## src/rtl/clint_timer_pkg.sv

```systemverilog
// rtl/clint_timer_pkg.sv - CLINT register offsets, FSM states and byte-strobe merge helper
package clint_timer_pkg;

  localparam logic [15:0] MSIP_OFF     = 16'h0000;
  localparam logic [15:0] MTIMECMP_OFF = 16'h4000;
  localparam logic [15:0] MTIME_OFF    = 16'hBFF8;
  localparam logic [63:0] WINDOW_SIZE  = 64'h0000_0000_0001_0000;

  typedef enum logic {
    IDLE = 1'b0,
    RESP = 1'b1
  } state_e;

  function automatic logic [63:0] strb_merge(input logic [63:0] old_val,
                                             input logic [63:0] wdata,
                                             input logic [7:0]  wstrb);
    logic [63:0] res;
    res = old_val;
    for (int i = 0; i < 8; i++) begin
      if (wstrb[i]) res[8*i +: 8] = wdata[8*i +: 8];
    end
    return res;
  endfunction

endpackage

```

## src/rtl/clint_mtime_cnt.sv

```systemverilog
// rtl/clint_mtime_cnt.sv - prescaled 64-bit mtime counter with load priority over tick
module clint_mtime_cnt #(
  parameter int unsigned MTIME_DIV = 1
) (
  input  logic        clk_i,
  input  logic        rst_i,
  input  logic        load_i,
  input  logic [63:0] load_data_i,
  output logic [63:0] mtime_o,
  output logic        tick_o
);

  localparam logic [15:0] DIV_LAST = 16'(MTIME_DIV - 1);

  logic [15:0] presc_q, presc_d;
  logic [63:0] mtime_q, mtime_d;

  assign tick_o = (presc_q == DIV_LAST);

  // A load drops the coincident increment; the prescaler keeps its own pace.
  always_comb begin
    presc_d = tick_o ? 16'd0 : presc_q + 16'd1;
    mtime_d = mtime_q;
    if (load_i)      mtime_d = load_data_i;
    else if (tick_o) mtime_d = mtime_q + 64'd1;
  end

  always_ff @(posedge clk_i) begin
    if (rst_i) begin
      presc_q <= 16'd0;
      mtime_q <= 64'd0;
    end else begin
      presc_q <= presc_d;
      mtime_q <= mtime_d;
    end
  end

  assign mtime_o = mtime_q;

endmodule

```

## src/rtl/clint_timer.sv

```systemverilog
// rtl/clint_timer.sv - CLINT msip/mtimecmp/mtime registers behind a single-outstanding req/resp port
module clint_timer
  import clint_timer_pkg::*;
#(
  parameter logic [63:0] BASE_ADDR = 64'h0000_0000_0200_0000,
  parameter int unsigned MTIME_DIV = 1
) (
  input  logic        clk,
  input  logic        rst,
  input  logic        req_valid,
  output logic        req_ready,
  input  logic        req_write,
  input  logic [63:0] req_addr,
  input  logic [63:0] req_wdata,
  input  logic [7:0]  req_wstrb,
  output logic        resp_valid,
  input  logic        resp_ready,
  output logic [63:0] resp_rdata,
  output logic        resp_err,
  output logic        clint_mtip,
  output logic        clint_msip
);

  state_e      state_q, state_d;
  logic [63:0] rdata_q, rdata_d;
  logic        err_q, err_d;
  logic        msip_q, msip_d;
  logic [63:0] mtimecmp_q, mtimecmp_d;
  logic        mtip_q;
  logic        mtime_load;
  logic [63:0] mtime;
  logic        tick_unused;
  logic        unused_addr_bits;

  logic [60:0] off_dw;
  logic        hit_msip, hit_cmp, hit_mtime, hit_any;
  logic [63:0] rd_value, wr_merged;

  // Decode at doubleword granularity; addresses below the base wrap to a miss.
  assign off_dw           = req_addr[63:3] - BASE_ADDR[63:3];
  assign unused_addr_bits = ^req_addr[2:0];
  assign hit_msip         = (off_dw == {48'd0, MSIP_OFF[15:3]});
  assign hit_cmp          = (off_dw == {48'd0, MTIMECMP_OFF[15:3]});
  assign hit_mtime        = (off_dw == {48'd0, MTIME_OFF[15:3]});
  assign hit_any          = hit_msip | hit_cmp | hit_mtime;

  assign rd_value  = hit_msip  ? {63'd0, msip_q} :
                     hit_cmp   ? mtimecmp_q      :
                     hit_mtime ? mtime           : 64'd0;
  assign wr_merged = strb_merge(rd_value, req_wdata, req_wstrb);

  assign req_ready = (state_q == IDLE) && !rst;

  always_comb begin
    state_d    = state_q;
    rdata_d    = rdata_q;
    err_d      = err_q;
    msip_d     = msip_q;
    mtimecmp_d = mtimecmp_q;
    mtime_load = 1'b0;
    case (state_q)
      IDLE: begin
        if (req_valid && req_ready) begin
          state_d = RESP;
          err_d   = !hit_any;
          rdata_d = (req_write || !hit_any) ? 64'd0 : rd_value;
          if (req_write) begin
            if (hit_msip)  msip_d     = wr_merged[0];
            if (hit_cmp)   mtimecmp_d = wr_merged;
            if (hit_mtime) mtime_load = 1'b1;
          end
        end
      end
      RESP: begin
        if (resp_ready) state_d = IDLE;
      end
    endcase
  end

  always_ff @(posedge clk) begin
    if (rst) begin
      state_q    <= IDLE;
      rdata_q    <= 64'd0;
      err_q      <= 1'b0;
      msip_q     <= 1'b0;
      mtimecmp_q <= '1;
      mtip_q     <= 1'b0;
    end else begin
      state_q    <= state_d;
      rdata_q    <= rdata_d;
      err_q      <= err_d;
      msip_q     <= msip_d;
      mtimecmp_q <= mtimecmp_d;
      mtip_q     <= (mtime >= mtimecmp_q);
    end
  end

  clint_mtime_cnt #(.MTIME_DIV(MTIME_DIV)) u_mtime_cnt (
    .clk_i       (clk),
    .rst_i       (rst),
    .load_i      (mtime_load),
    .load_data_i (wr_merged),
    .mtime_o     (mtime),
    .tick_o      (tick_unused)
  );

  assign resp_valid = (state_q == RESP);
  assign resp_rdata = rdata_q;
  assign resp_err   = err_q;
  assign clint_mtip = mtip_q;
  assign clint_msip = msip_q;

endmodule

```

## config.mk

```make
export PLATFORM = sky130hd
export DESIGN_NAME = clint_timer
export DESIGN_NICKNAME = d
export VERILOG_FILES = /design/src/rtl/clint_timer_pkg.sv /design/src/rtl/clint_mtime_cnt.sv /design/src/rtl/clint_timer.sv
export SDC_FILE = /design/constraint.sdc
export NUM_CORES = 1
export LEC_CHECK = 0
export ABC_AREA = 1
export BUFFER_PORTS_ARGS = -buffer_cell sky130_fd_sc_hd__buf_4
export CORE_ASPECT_RATIO = 0.9
export CORE_MARGIN = 3
export CORE_UTILIZATION = 59
export CTS_CLUSTER_DIAMETER = 60
export DETAILED_ROUTE_END_ITERATION = 6
export PLACE_DENSITY = 0.93
export SLEW_MARGIN = 20
export SYNTH_ARGS = -nofsm -noshare
export SYNTH_HDL_FRONTEND = slang
export SYNTH_SLANG_ARGS = --single-unit
export TNS_END_PERCENT = 50
```

## constraint.sdc

```tcl
create_clock -name clk -period 2.66 [get_ports clk]
set_input_delay 0.133 -clock clk [delete_from_list [all_inputs] [get_ports clk]]
set_output_delay 0.133 -clock clk [all_outputs]
set_load 0.01 [all_outputs]
```

Yosys cells after proc, flatten, opt, wreduce, memory -nomap -nowiden:

Cells that the tools add are included.
W data, S select, Z words.

* add/subtract/negate cells: 3
* muxes and demuxes: 21
* multipliers: 0
* equality and inequality tests: 2
* reductions and logical operators: 12
* divide/modulo/power cells: 0
* bitwise logic cells: 3
* $lt $le $gt $ge: 1
* shift-type cells: 0

Operators with widths (number)
* $mux W64: 6
* $add A64 B1 Y64 const B: 1
* $ge A64 B64 Y1: 1
* $mux W8: 8
* $eq A61 B12 Y1 const B: 1
* $eq A61 B13 Y1 const B: 1
* $logic_not A61 Y1: 1
* $sub A61 B23 Y61 const B: 1
* $add A16 B1 Y16 const B: 1
* $logic_not A16 Y1: 1
* $reduce_and A4 Y1: 2
* $mux W1: 6
* $logic_and A1 B1 Y1: 2
* $logic_not A1 Y1: 2
* $or A1 B1 Y1: 2
* $pmux W1 S2: 1
* $reduce_and A2 Y1: 1
* $reduce_bool A2 Y1: 1
* $reduce_or A2 Y1: 1
* $logic_or A1 B1 Y1: 1
* $not A1 Y1: 1

* memory bits (writable): 0
* output and inout bits: 69
* register bits: 212
* ROM bits: 0
* input port bits: 141
* bits in latches: 0
* memories: 0

Longest topological paths before layout:

* depth after elaboration: 7
* depth in mapped cells: 21
* gate-level depth less buffers: 19

Hierarchy:

A second synthesis with hierarchy kept.

* cells, all modules: 2634
* area total of the unflattened synthesis: 16259.3 sq um

By module, submodules not included
* clint_timer: times used 1, cells an instance 1671, seq. area each 2642.5 sq um, area each 10605.2 sq um
* clint_mtime_cnt: times used 1, cells an instance 963, seq. area each 1601.5 sq um, area each 5654.2 sq um

Worst setup path after synthesis:

OpenSTA, ideal clock, no wires.

* path type: flip-flop to flip-flop
* start point: reg u_mtime_cnt.presc_q[0]
* end point: reg u_mtime_cnt.mtime_q[25] (netlist: u_mtime_cnt.mtime_o[25])
* data required time: 2551 ps
* path slack: 320 ps
* clock period less this slack: 2340 ps
* library setup time: 109 ps
* stages on the path, launching flop included: 17
* data arrival time: 2231 ps
* buffers on the path: 0
* cells stage by stage: dfxtp_1 -> inv_1 -> ha_1 -> nand2_1 -> nor2_1 -> nand2_1 -> nor3_1 -> inv_1 -> nor2_1 -> nand2_1 -> nor2_1 -> nand3_1 -> nor2_1 -> xor2_1 -> a21oi_1 -> nand2_1 -> inv_1

* word-level cells in the longest chain between the ends: 2

Ends and longest elaborated chain
* from (decl): line clint_mtime_cnt.sv:15 `logic [15:0] presc_q, presc_d;`
* from (signal assigned): line clint_mtime_cnt.sv:33 `presc_q <= presc_d;`
* $logic_not A16 Y1: line clint_mtime_cnt.sv:18 `assign tick_o = (presc_q == DIV_LAST);`
* $reduce_bool A2 Y1 (no line)
* to (signal assigned): line clint_mtime_cnt.sv:34 `mtime_q <= mtime_d;`
* to (decl): line clint_mtime_cnt.sv:16 `logic [63:0] mtime_q, mtime_d;`

No other way between the ends.
A chain may end at the register's enable or synchronous reset.

Worst setup path after layout:

* start point: reg u_mtime_cnt.presc_q[0]
* end point: reg u_mtime_cnt.mtime_q[28] (netlist: u_mtime_cnt.mtime_o[28])

The elaborated chain is that of the path after synthesis.

==> results by stage <==
Synthesis:
- Counting flops with a built-in enable in the synthesized netlist gives 0.
- The instance count of the mapped netlist is 2513.
- After synthesis the netlist holds a flip-flop and latch count of 212.
- The predominant post-synthesis flop cell is dfxtp_1.
- In this run the mean area of a mapped cell was roughly 6.1 sq um.
- Yosys printed 0 warnings.
- Of all flip-flops after synthesis, the portion carrying an async set or reset was 0%.
- The netlist uses 46 different library cells.
- The net count after synthesis is 2721.
- The cell area after technology mapping is around 15000 sq um.
- Sequential cells were found to cover 27.5% of the synthesized design area.

Detailed routing:
- After detailed routing, the number of vias per cell comes to 6.08.
- The count of nets left with antenna violations once routing finished came out at 0.
- The first TritonRoute pass finished after 7 iterations.
- The routed length per placed instance is between 15 and 20 microns.
- Wires add up to 59200 microns.
- For this block, the via count after detailed routing is 19423.
- After detailed routing, the number of remaining DRC violations is 0.
- After the first detailed-routing iteration, the DRC count stood at 2898.

Clock network:
- The deepest clock path buffer count is 3.
- TritonCTS built the clock tree.
- The number of H-tree levels is 1.
- Clock-pin slew was measured on the worst setup and hold paths at 70 ps.
- The clock tree root buffer cell is clkbuf_16.
- Clock latency on the worst-skew pair, taken at its later pin, is 540 ps.
- The number of clock sinks is 212.
- The TritonCTS buffer count is 23.

Power:
- Of the total power, combinational logic draws 9.5%.
- The design draws 0.00734 W.
- The cell-internal power is 0.00552 W.
- The switching part of the total power is 24.8%.
- Of the total power, registers draw 43.5%.
- The switching power summed over all nets is 0.00182 W.
- Dividing total power by cell area gives a power density of about 370 nW/um^2.
- Per report_power, the clock group accounts for between 40% and 50% of the total.
- The maximum resistive drop on vdd is approximately 0.42 mV.
- For this design the static power due to leakage is 9.47 nW.

Floorplanning:
- The number of placed I/O pins is between 200 and 250.
- The initial standard-cell utilization of the core is about three fifths.
- In this run the core area contains 55 standard-cell rows.
- The die is 159 microns tall.
- The total area inside the core boundary comes to 25400 sq um.
- Measured along the x axis, the die boundary spans 176 microns.
- The die covers 28100 sq um.

Hold path:
- The type of the most critical hold path is in2reg.
- The worst hold path was traced through 5 stages.

STA:
- The max-slew headroom at the worst pin is between 40 and 50%.
- Setup repair after global routing could not meet its margin everywhere.
- The shortest clock period the worst path allows after layout is 2610 ps.
- The setup violation total in the final timing report is 0.
- The share of the clock period used by the worst path is 98.2%.
- Based on the critical path, the design can be clocked at up to 383 MHz.
- The final number of max-transition violations is 0.
- The setup TNS is 0 ps.
- The slew at the pin closest to its max-slew limit is 865 ps.
- The final setup skew is 26.4 ps.
- The smallest hold slack is 10.1 ps.
- The hold violation count in the final report is 0.

Critical path:
- For this run, the slowest stage of the critical path takes 330 ps.
- In this run the worst path has a maximum fanout of 5.
- The slack of the worst reg-to-reg path is 50 ps.
- The count of cells along the worst register-to-register path is 16.
- The arrival time reported for the critical path endpoint is 3020 ps.
- The launching element type of the critical path is a flop.
- The worst setup path is of the reg2reg kind.
- The most prevalent standard cell on the critical path is nand2_1.
- The signal on the critical path passes through inv_1, ha_1, nand2_1, nor2_2, nand2_4, nor2_4, nand4_1, buf_6, buf_4, nor2_1, nand2_1, nor3_1, xor2_1, o21a_1, nand2_1, inv_1.
- Grouping stages by cell kind, the critical path spends the most delay in simple AND/OR/NAND/NOR gates.
- The number of buffers and inverters on the critical path is 4.
- Data on the critical path is required at its endpoint by 3070 ps.
- The worst-path cell with the longest stage delay is dfxtp_1.
- STA classifies the critical path endpoint as a flop.
- In this run the number of cells on the critical path is 16.

Global routing:
- The number of antenna violations at the first check in global routing is 0.
- The number of global-route vias before repair was about 19000.
- Global routing consumed, over all layers together, 40.1% of the routing resources.
- The total overflow left after global routing is 0.
- Entering global routing, the biggest net connects 147 pins.
- The first global-routing pass estimated 93800 microns of wire.

Finish:
- The final-stage net count is 3046.
- The share of post-route cells with drive strength above 1 is roughly 17%.
- The number of antenna diodes in the final layout is 0.
- Relative to the synthesized area, the layout overhead comes to 27.9%.

Placement:
- Port buffering added slightly above 200 buffers.
- The global placer's final weighted congestion is approximately 1.0.
- The sum of net half-perimeters after detailed placement is 39600 microns.

Outcome:
- The run finished with clean final reports.

Job:
- The total of max-cap violations is 0.
[worst min-delay path, delay by kind of cell]
kind | cells | cell delay [ps]
buf+inv | 1 | 150
simple gates | 4 | 250
[repair_timing]
action / CTS / global route
hold endpoints to repair: 113 / 0
hold buffers: 64 / 0
buffers inserted: 0 / 5
setup endpoints to repair: 1 / 27
pin swaps: 0 / 11
gates cloned: 0 / 0
gates resized for setup: 2 / 20
[cells in the final DEF, fill, tap and decap left out, types with 27 or more instances in the layout]
master / n
nand2_1: 745
nand3_1: 355
buf_4: 325
inv_1: 292
dfxtp_1: 212
a21oi_1: 208
nor2_1: 157
ha_1: 67
nand4_1: 64
dlygate4sd3_1: 64
o21ai_1: 44
xor2_1: 34
nor3_1: 32
nand3_2: 31
o21ai_0: 27
[per-layer routing]
| metal | track usage [%] | up-vias | wire [microns] | part of all wire [%] |
|---|---|---|---|---|
| li1 | - | 8888 | - | - |
| met1 | 50.6 | 8700 | 22300 | 38 |
| met2 | 65.9 | 1475 | 26700 | 45 |
| met3 | 6.46 | 360 | 6850 | 12 |
| met4 | 20.5 | 0 | 3440 | 5.8 |
| met5 | 0 | - | 0 | 0 |
[cells by family (layout without fill, tap and decap cells)]
kind of cell | count (synthesis) | count (layout) | share of synthesized area (%)
AOI/OAI and AO/OA | 317 | 317 | 10.8
xor gates and xnor gates | 38 | 38 | 2.16
adders and majority gates | 67 | 67 | 5.44
buffers and inverters | 413 | 755 | 11.2
DFF | 212 | 212 | 27.5
and+or+nand+nor | 1466 | 1466 | 42.9
[cells in the mapped netlist (27+ instances only)]
cell        n  area share (%)
inv_1     292             7.1
buf_2      29            0.94
clkbuf_1   57             1.4
o21ai_1    45             1.5
nand4_1    64             2.6
nand3_2    30             1.9
ha_1       67             5.4
o21ai_0    27            0.88
nor2_1    167             4.1
dfxtp_1   212              28
nor3_1     35             1.1
nand3_1   356              12
a21oi_1   208             6.8
xor2_1     34             1.9
nand2_1   747              18
[power by group through the flow]
stage	Combinational [W]	Sequential (W)	Clock, W
detailed placement	0.000583	0.00326	0
CTS	0.000663	0.00319	0.00343
finish	0.000694	0.00319	0.00345
floorplan	0.000271	0.00326	0
global placement	0.000574	0.00326	0
global route	0.000745	0.00319	0.00355
[sequential cells by signal (all words and copies together), names as in the netlist]
name	cells
resp_rdata	64
clint_mtip	1
u_mtime_cnt.presc_q	16
clint_msip	1
mtimecmp_q	64
u_mtime_cnt.mtime_o	64
resp_valid	1
resp_err	1
[cell type report]
cell class / instances / area [sq um]
clock inverter: 9 / 111
tap: 342 / 428
clock buffer: 33 / 703
timing repair buffer: 413 / 3540
fill: 1778 / 5670
sequential: 212 / 4240
inverter: 300 / 1130
multi-input combinational: 1888 / 9570
[per-stage QoR]
step	std cells	instance area [sq um]	setup WS, ps	utilization (%)
6_report	3197	19700	47.1	77.7
2_1_floorplan	2513	15400	320	-
3_3_place_gp	3086	18100	-57.0	71.5
4_1_cts	3192	19600	46.2	77.2
3_5_place_dp	3086	18100	-132	71.5
5_1_grt	3197	19700	-96.6	77.7
[final timing paths]
| check | startpoint | end |
|---|---|---|
| setup reg to reg | u_mtime_cnt.presc_q[0] | u_mtime_cnt.mtime_o[28] |
| hold reg to reg | resp_rdata[13] | resp_rdata[13] |
| setup / recovery | u_mtime_cnt.presc_q[0] | u_mtime_cnt.mtime_o[28] |
| hold / removal | req_wstrb[4] | mtimecmp_q[34] |
Power figures use the tool's default switching activity.
